$ cat config.mk
export PLATFORM = sky130hd
export DESIGN_NAME = alarm_controller
export DESIGN_NICKNAME = d
export VERILOG_FILES = /design/src/rtl/alarm_controller.sv
export SDC_FILE = /design/constraint.sdc
export NUM_CORES = 1
export LEC_CHECK = 0
export ABC_AREA = 1
export CORE_MARGIN = 1.5
export CORE_UTILIZATION = 36
export DETAILED_ROUTE_END_ITERATION = 7
export PLACE_DENSITY = 0.64
export SKIP_LAST_GASP = 1
export SYNTH_ARGS = -nofsm -noshare
export SYNTH_HDL_FRONTEND = slang
export SYNTH_SLANG_ARGS = --single-unit
$ cat constraint.sdc
create_clock -name clk_in -period 2.35 [get_ports clk_in]
set_clock_uncertainty 0.05 [all_clocks]
set_input_delay 0.5875 -clock clk_in [delete_from_list [all_inputs] [get_ports clk_in]]
set_output_delay 0.5875 -clock clk_in [all_outputs]
set_load 0.05 [all_outputs]
$ cat src/rtl/alarm_controller.sv
// Alarm sequencer: rings when the running time hits the programmed alarm, then handles
// ring timeout, snooze intervals and the per-event snooze budget off the 1 Hz tick.
module alarm_controller #(
    parameter int unsigned RING_TIMEOUT_S = 60,
    parameter int unsigned SNOOZE_S       = 540,
    parameter int unsigned MAX_SNOOZES    = 3,
    parameter int unsigned SL_W           = $clog2(MAX_SNOOZES + 1)
) (
    input  logic            clk_in,
    input  logic            reset,
    input  logic            tick_1hz,
    input  logic [4:0]      hours,
    input  logic [5:0]      minutes,
    input  logic [5:0]      seconds,
    input  logic [4:0]      alarm_hours,
    input  logic [5:0]      alarm_minutes,
    input  logic            alarm_enable,
    input  logic            snooze_btn,
    input  logic            stop_btn,
    output logic            ringing,
    output logic            snoozed,
    output logic            buzzer,
    output logic [SL_W-1:0] snooze_left,
    output logic            missed
);

    // Guard against zero-width counters for degenerate limits of 1.
    localparam int unsigned RcW = (RING_TIMEOUT_S > 1) ? $clog2(RING_TIMEOUT_S) : 1;
    localparam int unsigned ScW = (SNOOZE_S > 1) ? $clog2(SNOOZE_S) : 1;

    localparam logic [RcW-1:0]  RingLast  = RcW'(RING_TIMEOUT_S - 1);
    localparam logic [ScW-1:0]  SnoozeLast = ScW'(SNOOZE_S - 1);
    localparam logic [SL_W-1:0] SnoozeMax = SL_W'(MAX_SNOOZES);

    typedef enum logic [1:0] {
        StIdle,
        StRinging,
        StSnoozed
    } state_e;

    state_e          state_q, state_d;
    logic [RcW-1:0]  ring_cnt_q, ring_cnt_d;
    logic [ScW-1:0]  snooze_cnt_q, snooze_cnt_d;
    logic            beep_q, beep_d;
    logic [SL_W-1:0] left_q, left_d;
    logic            missed_q, missed_d;
    logic            buzzer_q, buzzer_d;
    logic            snooze_hist_q, stop_hist_q;

    logic snooze_edge, stop_edge, alarm_match;

    assign snooze_edge = snooze_btn & ~snooze_hist_q;
    assign stop_edge   = stop_btn & ~stop_hist_q;
    assign alarm_match = (hours == alarm_hours) && (minutes == alarm_minutes) &&
                         (seconds == 6'd0);

    always_comb begin
        state_d      = state_q;
        ring_cnt_d   = ring_cnt_q;
        snooze_cnt_d = snooze_cnt_q;
        beep_d       = beep_q;
        left_d       = left_q;
        missed_d     = 1'b0;

        if (!alarm_enable) begin
            state_d      = StIdle;
            left_d       = SnoozeMax;
            ring_cnt_d   = '0;
            snooze_cnt_d = '0;
            beep_d       = 1'b0;
        end else begin
            unique case (state_q)
                StIdle: begin
                    if (tick_1hz && alarm_match) begin
                        state_d    = StRinging;
                        ring_cnt_d = '0;
                        beep_d     = 1'b1;
                    end
                end
                StRinging: begin
                    if (stop_edge) begin
                        state_d    = StIdle;
                        left_d     = SnoozeMax;
                        ring_cnt_d = '0;
                        beep_d     = 1'b0;
                    end else if (snooze_edge && (left_q != '0)) begin
                        state_d      = StSnoozed;
                        left_d       = left_q - 1'b1;
                        snooze_cnt_d = '0;
                    end else if (tick_1hz) begin
                        if (ring_cnt_q == RingLast) begin
                            state_d    = StIdle;
                            missed_d   = 1'b1;
                            left_d     = SnoozeMax;
                            ring_cnt_d = '0;
                            beep_d     = 1'b0;
                        end else begin
                            ring_cnt_d = ring_cnt_q + 1'b1;
                            beep_d     = ~beep_q;
                        end
                    end
                end
                StSnoozed: begin
                    if (stop_edge) begin
                        state_d      = StIdle;
                        left_d       = SnoozeMax;
                        snooze_cnt_d = '0;
                        beep_d       = 1'b0;
                    end else if (tick_1hz) begin
                        if (snooze_cnt_q == SnoozeLast) begin
                            state_d      = StRinging;
                            snooze_cnt_d = '0;
                            ring_cnt_d   = '0;
                            beep_d       = 1'b1;
                        end else begin
                            snooze_cnt_d = snooze_cnt_q + 1'b1;
                        end
                    end
                end
                default: state_d = StIdle;
            endcase
        end

        buzzer_d = (state_d == StRinging) && beep_d;
    end

    always_ff @(posedge clk_in or posedge reset) begin
        if (reset) begin
            state_q       <= StIdle;
            ring_cnt_q    <= '0;
            snooze_cnt_q  <= '0;
            beep_q        <= 1'b0;
            left_q        <= SnoozeMax;
            missed_q      <= 1'b0;
            buzzer_q      <= 1'b0;
            // History starts high so a button held through reset gives no edge.
            snooze_hist_q <= 1'b1;
            stop_hist_q   <= 1'b1;
        end else begin
            state_q       <= state_d;
            ring_cnt_q    <= ring_cnt_d;
            snooze_cnt_q  <= snooze_cnt_d;
            beep_q        <= beep_d;
            left_q        <= left_d;
            missed_q      <= missed_d;
            buzzer_q      <= buzzer_d;
            snooze_hist_q <= snooze_btn;
            stop_hist_q   <= stop_btn;
        end
    end

    assign ringing     = (state_q == StRinging);
    assign snoozed     = (state_q == StSnoozed);
    assign buzzer      = buzzer_q;
    assign snooze_left = left_q;
    assign missed      = missed_q;

endmodule

# Yosys cells after proc, flatten, opt, wreduce, memory -nomap -nowiden
# Cells that the tools add are included.
totals:
  register_bits: 25
  in_bits: 34
  output_inout_bits: 6
op_classes:
  n_addsub: 3
  eq_ne: 21
  mux: 50
  bitwise: 5
  n_reduce_logical: 11
op_table:
  columns: ["operator", "count"]
  rows:
  - ["$mux W10", 6]
  - ["$mux W6", 9]
  - ["$mux W2", 15]
  - ["$pmux W10 S2", 1]
  - ["$pmux W6 S3", 1]
  - ["$mux W1", 15]
  - ["$ne A3 B3 Y1 const B", 4]
  - ["$add A10 B1 Y10 const B", 1]
  - ["$eq A10 B10 Y1 const B", 1]
  - ["$ne A3 B2 Y1 const B", 3]
  - ["$ne A4 B3 Y1 const B", 2]
  - ["$reduce_and A4 Y1", 2]
  - ["$reduce_and A7 Y1", 1]
  - ["$add A6 B1 Y6 const B", 1]
  - ["$eq A6 B6 Y1", 1]
  - ["$eq A6 B6 Y1 const B", 1]
  - ["$logic_not A6 Y1", 1]
  - ["$pmux W2 S3", 1]
  - ["$eq A5 B5 Y1", 1]
  - ["$logic_and A1 B1 Y1", 5]
  - ["$ne A5 B2 Y1 const B", 1]
  - ["$ne A5 B3 Y1 const B", 1]
  - ["$eq A2 B1 Y1 const B", 2]
  - ["$ne A4 B1 Y1 const B", 1]
  - ["other kinds (10)", 13]

# Logic depth before layout (Yosys ltp)
# Gate-level depths: netlist of the first run.
logic_depth:
  ltp_word: 9
  depth_mapped: 12

# Worst setup path before layout of the first run
# Ideal clock, no wire load.
synth_timing:
  path_kind: "reg-to-reg"
  startpoint: "reg left_q[0], in the netlist snooze_left[0]"
  endpoint: "reg snooze_cnt_q[7]"
  setup_ns: 0.123
  arrival_ns: 1.781
  setup_slack_ns: 0.396
  stages_incl_launch_ff: 12
  period_less_slack_ns: 1.954
  cell_sequence: "dfstp_2 -> inv_1 -> ha_1 -> nor2_1 -> nand2_2 -> nand2_2 -> nand3_4 -> inv_4 -> buf_6 -> nand2_2 -> o21ai_1 -> nor2_1"
synth_via:
  elab_chain_cells: 4
synth_rtl:
  columns: ["item", "line", "source"]
  rows:
  - ["from (decl)", "45", "logic [SL_W-1:0] left_q, left_d;"]
  - ["from (signal assigned)", "133", "left_q <= SnoozeMax;"]
  - ["from (signal assigned)", "144", "left_q <= left_d;"]
  - ["$reduce_bool A2 Y1", "86", "end else if (snooze_edge && (left_q != '0)) begin"]
  - ["$logic_and A1 B1 Y1", "86", null]
  - ["$ne A3 B2 Y1 (no source line)", null, null]
  - ["$reduce_and A4 Y1 (no source line)", null, null]
  - ["to (signal assigned)", "142", "snooze_cnt_q <= snooze_cnt_d;"]
  - ["to (decl)", "43", "logic [ScW-1:0] snooze_cnt_q, snooze_cnt_d;"]
# No other way between the ends.
# A chain may end at the register's enable or synchronous reset.

# Final worst setup path of the first run
layout_timing:
  startpoint: "reg left_q[0], in the netlist snooze_left[0]"
  endpoint: "out snooze_left[0]"
layout_rtl:
  columns: ["item", "line", "source"]
  rows:
  - ["to (decl)", "23", "output logic [SL_W-1:0] snooze_left,"]
# No word-level cell between the ends.

==> metrics.md, run 1 <==
| Metric | Value |
|---|---|
| Critical path arrival | 1.63 ns |
| Max Slew Vio Count | 0 |
| Worst hold stages | 2 |
| Sequential Power Share | 51.9% |
| Pre-antenna DRT Iters | 4 |
| Number of synthesized flops with an enable pin | 0 |
| Ant. Diodes | 0 |
| Multiplexer area fraction after synthesis | 0% |
| Post-synthesis xor/xnor area fraction | 3.222% |
| Hold_buf cts | 0 |
| Leakage | 1.198 nW |
| First-pass GRT wire length | 7141 microns |
| Die area | 5731 sq um |
| Critical Path RT | 1.71 ns |
| Met2 Track Usage GR | 27.58% |
| Inst Count DP | 402 |
| Grt peak-use layer | met2 |
| Final HPWL DP | 3294 microns |
| Pwr Density | 346.8 nW/um^2 |
| CTS tree | built |
| Synthesized-area fraction occupied by adder cells | 1.972% |
| Synth top area share | 27.61% |
| NetSw | 207.4 uW |
| Initial Util | 37.26% |
| Post-Syn Area | 1903 sq um |
| Worst Tran Pin Value | 0.4963 ns |
| Power share of the combinational group | 18.1% |
| Post_cts resized | 0 |
| Simple-gate area share of the yosys netlist | 41.49% |
| Pwr Total | 844.0 uW |
| Number of DRC markers in iteration 0 | 79 |
| Critical path cell sequence | clkdlybuf4s50_1 |
| Worst r2r src | snooze_left[0]$_DFFE_PP1P_ |
| Final-stage net count | 374 |
| FF-to-FF path depth | 10 |
| CTS HTree Levels | 1 |
| CP peak stage delay | 0.80 ns |
| Worst Setup Start Kind | flop |
| Buffer depth of the longest clock path | 2 |
| P&R area growth vs syn | 27.88% |
| Sequential area share after synthesis | 33.14% |
| Critical path's slowest cell | clkdlybuf4s50_1 |
| DR DRC count | 0 |
| Main synth FF type | dfrtp_1 |
| Num rows | 26 |
| Clock transition at path regs | 0.09 ns |
| Critical Path Stages | 1 |
| Yosys reg bits | 25 |
| DR vias | 1848 |
| Crit Path Max Fanout | 4 |
| P_int | 636.6 uW |
| Core box area | 5107 sq um |
| Final setup fails | 0 |
| DR vias/cell | 4.552 |
| Largest family of logic cells by synthesized area | simple AND/OR/NAND/NOR gates |
| CP startpoint | snooze_left[0]$_DFFE_PP1P_ |
| Worst Hold Class | reg2reg |
| Setup CP Type | reg2out |
| Final std cells w/o fill | 406 |
| Maximum vdd drop | 0.0002114 V |
| Final setup TNS | 0 ns |
| Syn Nets | 328 |
| Count leader, synth | nand2_1 |
| List of most frequent post-synthesis cells | 88 x nand2_1, 48 x inv_1, 34 x nor2_1, 22 x nand3_1, 21 x dfrtp_1 |
| MaxCap Viol Count | 0 |
| Worst-skew pair later-pin latency | 0.26 ns |
| Final core occ | 47.65% |
| Fin crit share | 96.37% |
| Drt total wl | 4126 microns |
| Synth area leader | dfrtp_1 |
| RSZ-0062 raised after global routing | no |
| Clock power share | 30.0% |
| WP buf/inv | 1 |
| Mean Syn Cell Area | 6.540 sq um |
| Pin count of the biggest net entering global routing | 26 |
| GRT Total Usage | 15.93% |
| Status | completed |
| Final Hold Viols | 0 |
| Antenna-violating nets left | 0 |
| Fraction of layout cells with a size suffix above 1 | 11.61% |
| Worst setup EP type | output pin |
| Vias in the first global route | 1705 |
| Compound-Gate Fraction of Synth Area | 7.890% |
| Fmax | 0.4416 GHz |
| Aggregate global routing overflow | 0 |
| Switch share | 24.57% |
| WL per Instance | 10.16 microns |
| FF-to-FF setup slack | 0.48 ns |
| Clk root buf | clkbuf_8 |
| Die H | 75.71 microns |
| GR Util met3 | 2.513% |
| I/O pins | 40 |
| Period minus WS final | 2.265 ns |
| Clock sink count | 25 |
| Synthesized instance count | 291 |
| Met1 Resource Use GR | 20.99% |
| Port bufs | 39 |
| Post-CTS setup buffer count | 0 |
| Largest cells by area after synthesis | dfrtp_1 28%, nand2_1 17%, inv_1 9.5% |
| Die Span X | 75.71 microns |
| R2R Path End | snooze_cnt_q[7]$_DFFE_PP0P_ |
| Routability cong. | 0.8797 |
| Distinct cells, synth | 31 |
| Beginning of the worst hold path | snooze_left[1]$_DFFE_PP1P_ |
| Syn. warnings | 0 |
| Crit path max-delay family | buffers and inverters |
| Worst rel slew slack | 66.81% |
| Total CTS buffers | 3 |
| Antenna violations before repair | 0 |
| Hold EP | snooze_left[1]$_DFFE_PP1P_ |
| Asr flop ratio synth | 100.0% |
-- logic make-up after synthesis --
logic type,count (synthesis)
simple gates,172
compound gates,27
buf+inv,57
xor+xnor,7
fa+ha+maj,3
flops,25
-- per-stage QoR --
| step | setup slack (ns) | hold slack [ns] | area [sq um] |
|---|---|---|---|
| 2_1_floorplan | 0.3961 | 0.4208 | 1903 |
| 3_3_place_gp | 0.06851 | 0.4554 | 2389 |
| 3_5_place_dp | 0.001079 | 0.4463 | 2389 |
| 4_1_cts | 0.07984 | 0.4637 | 2434 |
| 5_1_grt | 0.06279 | 0.4832 | 2434 |
| 6_report | 0.08536 | 0.4575 | 2434 |
-- cell usage in the layout (no fill, tap or decap), drive strengths merged, types with 3 or more instances in the layout --
cell type / count
dfrtp: 21
inv: 53
nor3: 7
clkbuf: 4
nand2: 96
xor2: 4
buf: 8
xnor2: 3
ha: 3
clkdlybuf4s50: 37
nor2: 40
dfstp: 4
nand3: 25
o21ai: 20
-- flip-flops by register name (all words and copies together), names as in the netlist --
name	count
snooze_cnt_q	10
ring_cnt_q	6
snooze_left	2
state_q	2
beep_q	1
buzzer	1
missed	1
snooze_hist_q	1
stop_hist_q	1
-- cell type report --
| cell class | count | area, sq um |
|---|---|---|
| Fill cell | 541 | 2674 |
| Multi-Input combinational cell | 209 | 1039 |
| Sequential cell | 25 | 630.6 |
| Timing Repair Buffer | 45 | 430.4 |
| Inverter | 53 | 201.4 |
| Tap cell | 70 | 87.58 |
| Clock buffer | 4 | 45.04 |
-- worst reg2reg max path, delay by kind of cell (launching register included) --
kind	cells	cell delay (ns)
fa+ha+maj	1	0.20
flops	1	0.56
buf+inv	2	0.20
simple gates	5	0.56
compound gates	2	0.21
-- layer usage --
layer | up-vias | wire length, microns
met5 | - | 0
met4 | 0 | 48
met3 | 5 | 157
met2 | 29 | 1918
met1 | 825 | 2002
li1 | 989 | -
-- power by group through the flow --
| stage | combinational [mW] | sequential [mW] | clock (mW) |
|---|---|---|---|
| 2_1_floorplan | 0.0706 | 0.451 | 0 |
| 3_3_place_gp | 0.153 | 0.446 | 0 |
| 3_5_place_dp | 0.155 | 0.446 | 0 |
| 4_1_cts | 0.155 | 0.438 | 0.267 |
| 5_1_grt | 0.172 | 0.438 | 0.278 |
| 6_report | 0.153 | 0.438 | 0.253 |
-- worst max-delay path by stage --
stage                                  end  slack [ns]
6_report                    snooze_left[0]        0.09
2_1_floorplan  snooze_cnt_q[7]$_DFFE_PP0P_        0.40
5_1_grt                     snooze_left[0]        0.06
3_5_place_dp     ring_cnt_q[4]$_DFFE_PP0P_       0.001
4_1_cts                     snooze_left[0]        0.08
3_3_place_gp     ring_cnt_q[5]$_DFFE_PP0P_        0.07
Note: power is estimated with default switching activity, not from simulation.
==> run 2, diff against run 1 <==
Settings changed: CORE_MARGIN 1.5 to 2, CORE_UTILIZATION 36 to 30, PLACE_DENSITY 0.64 to 0.56.
==> metrics.md, run 2 (synthesis gave the netlist of run 1 again) <==
| Metric | Value |
|---|---|
| Buffer depth of the longest clock path | 2 (unchanged) |
| CTS HTree Levels | 1 (unchanged) |
| Antenna violations before repair | 0 (unchanged) |
| Aggregate global routing overflow | 0 (unchanged) |
| Hold EP | snooze_left[1]$_DFFE_PP1P_ |
| Final-stage net count | 374 (unchanged) |
| Final setup fails | 0 (unchanged) |
| Total CTS buffers | 3 (unchanged) |
| Post-CTS setup buffer count | 0 (unchanged) |
| Period minus WS final | 2.287 ns (+0.02258 ns) |
| Final std cells w/o fill | 413 (+1.7%) |
| Inst Count DP | 409 (+1.7%) |
| Num rows | 29 (+12%) |
| Pin count of the biggest net entering global routing | 26 (unchanged) |
| Crit path max-delay family | buffers and inverters |
| I/O pins | 40 (unchanged) |
| Final Hold Viols | 0 (unchanged) |
| Worst rel slew slack | 66.16% (-0.66 points) |
| Worst setup EP type | output pin |
| Fraction of layout cells with a size suffix above 1 | 11.61% (unchanged) |
| MaxCap Viol Count | 0 (unchanged) |
| Critical Path Stages | 1 (unchanged) |
| DP Area | 2397 sq um (+0.37%) |
| Clk root buf | clkbuf_8 |
| GRT Total Usage | 13.93% (-2.0 points) |
| Port bufs | 39 (unchanged) |
| Fillers | 673 (+24%) |
| Ant. Diodes | 0 (unchanged) |
| Maximum vdd drop | 0.0002209 V (+4.5%) |
| DR vias | 1808 (-2.2%) |
| Final setup TNS | 0 ns (unchanged) |
| FF-to-FF path depth | 11 (+1) |
| Drt total wl | 4399 microns (+6.6%) |
| Most common cell after layout, fill and taps aside | nand2_1 |
| R2R Path End | ring_cnt_q[2]$_DFFE_PP0P_ |
| First-pass GRT wire length | 8155 microns (+14%) |
| Critical path cell sequence | clkdlybuf4s50_1 |
| Top Registers | snooze_cnt_q x10, ring_cnt_q x6 |
| Clock sink count | 25 (unchanged) |
| Leakage | 1.198 nW (unchanged) |
| Fmax | 0.4372 GHz (-0.99%) |
| Post_cts resized | 0 (unchanged) |
| Critical Path RT | 1.71 ns (about the same) |
| Core box area | 6241 sq um (+22%) |
| Setup CP Type | reg2out |
| Pwr Total | 852.9 uW (+1.1%) |
| Vias in the first global route | 1836 (+7.7%) |
| Initial Util | 30.49% (-6.8 points) |
| Pre-antenna DRT Iters | 4 (unchanged) |
| CTS tree | built |
| Beginning of the worst hold path | snooze_left[1]$_DFFE_PP1P_ |
| Max Slew Vio Count | 0 (unchanged) |
| Die H | 83.65 microns (+10%) |
| WP buf/inv | 1 (unchanged) |
| Worst hold stages | 2 (unchanged) |
| RSZ-0062 raised after global routing | no |
| Die area | 6996 sq um (+22%) |
| Number of DRC markers in iteration 0 | 79 (unchanged) |
| DR DRC count | 0 (unchanged) |
| Pwr Density | 349.2 nW/um^2 (+0.70%) |
| Status | completed |
| Antenna-violating nets left | 0 (unchanged) |
| Routability cong. | 0.8906 (+1.2%) |
| Crit Path Max Fanout | 4 (unchanged) |
| Most frequent cells in the layout | 88 x nand2_1, 48 x inv_1, 37 x clkdlybuf4s50_1 |
| DR vias/cell | 4.378 (-3.8%) |
| Fin crit share | 97.33% (+0.96 points) |
| Worst Hold Class | reg2reg |
| P&R area growth vs syn | 28.34% |
| Critical path arrival | 1.65 ns (+0.02 ns) |
| Die Span X | 83.65 microns (+10%) |
| Worst-skew pair later-pin latency | 0.27 ns (about the same) |
| Final HPWL DP | 3540 microns (+7.5%) |
| CP peak stage delay | 0.81 ns (about the same) |
| Largest Register | snooze_cnt_q |
| Max FFs per register | 10 (unchanged) |
| Worst Setup Start Kind | flop |
| Final instance area | 2442 sq um (+0.36%) |
| CP startpoint | snooze_left[0]$_DFFE_PP1P_ |
| Hold_buf cts | 0 (unchanged) |
| Final core occ | 39.13% (-8.5 points) |
| Worst r2r src | snooze_left[0]$_DFFE_PP1P_ |
| FF-to-FF setup slack | 0.47 ns (about the same) |
| Clock transition at path regs | 0.10 ns (about the same) |
| Critical path's slowest cell | clkdlybuf4s50_1 |
| WL per Instance | 10.65 microns (+4.8%) |
| Worst Tran Pin Value | 0.5061 ns (+0.009808 ns) |
## run 2: cell counts in the layout (fill, tap and decap cells not counted)
Identical to the previous run, type by type.
## run 2: routing by layer
metal	part of all wire, %	global-route usage, %	vias to the layer above	wire length, microns
li1	-	-	988	-
met1	49	18.99	792	2169
met2	47	23.20	24	2057
met3	3.3	2.770	4	143
met4	0.66	2.493	0	29
met5	0	0	-	0
## run 2: worst register-to-register path, stage by stage (launching register included)
cell     delay (ns)
dfstp_2        0.56
inv_1          0.04
ha_1           0.20
nor2_1         0.19
nand2_2        0.10
nor2_2         0.11
nor2_1         0.05
nand2_1        0.08
nor2_2         0.04
nand2_2        0.19
nand2_1        0.07
o21ai_1        0.09
## run 2: stage by stage
step / hold slack [ns] / setup WS (ns)
6_report: 0.4596 / 0.06278
5_1_grt: 0.5063 / 0.02094
4_1_cts: 0.4666 / 0.04579
3_5_place_dp: 0.4440 / 0.03024
3_3_place_gp: 0.4465 / 0.07283
2_1_floorplan: 0.4208 / 0.3961
## run 2: area by class of cell
| cell class | count | area, sq um | share of cell area (%) |
|---|---|---|---|
| multi-input combinational | 209 | 1039 | 42.52 |
| sequential | 25 | 630.6 | 25.82 |
| timing repair buffer | 45 | 430.4 | 17.62 |
| inverter | 53 | 201.4 | 8.248 |
| tap | 77 | 96.34 | 3.945 |
| clock buffer | 4 | 45.04 | 1.844 |
## run 2: worst max path at each step
stage / end / slack [ns]
2_1_floorplan: snooze_cnt_q[7]$_DFFE_PP0P_ / 0.40
3_3_place_gp: ring_cnt_q[5]$_DFFE_PP0P_ / 0.07
3_5_place_dp: ring_cnt_q[4]$_DFFE_PP0P_ / 0.03
4_1_cts: snooze_left[0] / 0.05
5_1_grt: snooze_left[0] / 0.02
6_report: snooze_left[0] / 0.06
## run 2: power by group
group	leakage [nW]	internal (mW)	switching, mW
clock	0.0228	0.121	0.140
combinational	0.840	0.0799	0.0738
sequential	0.336	0.436	0.00244
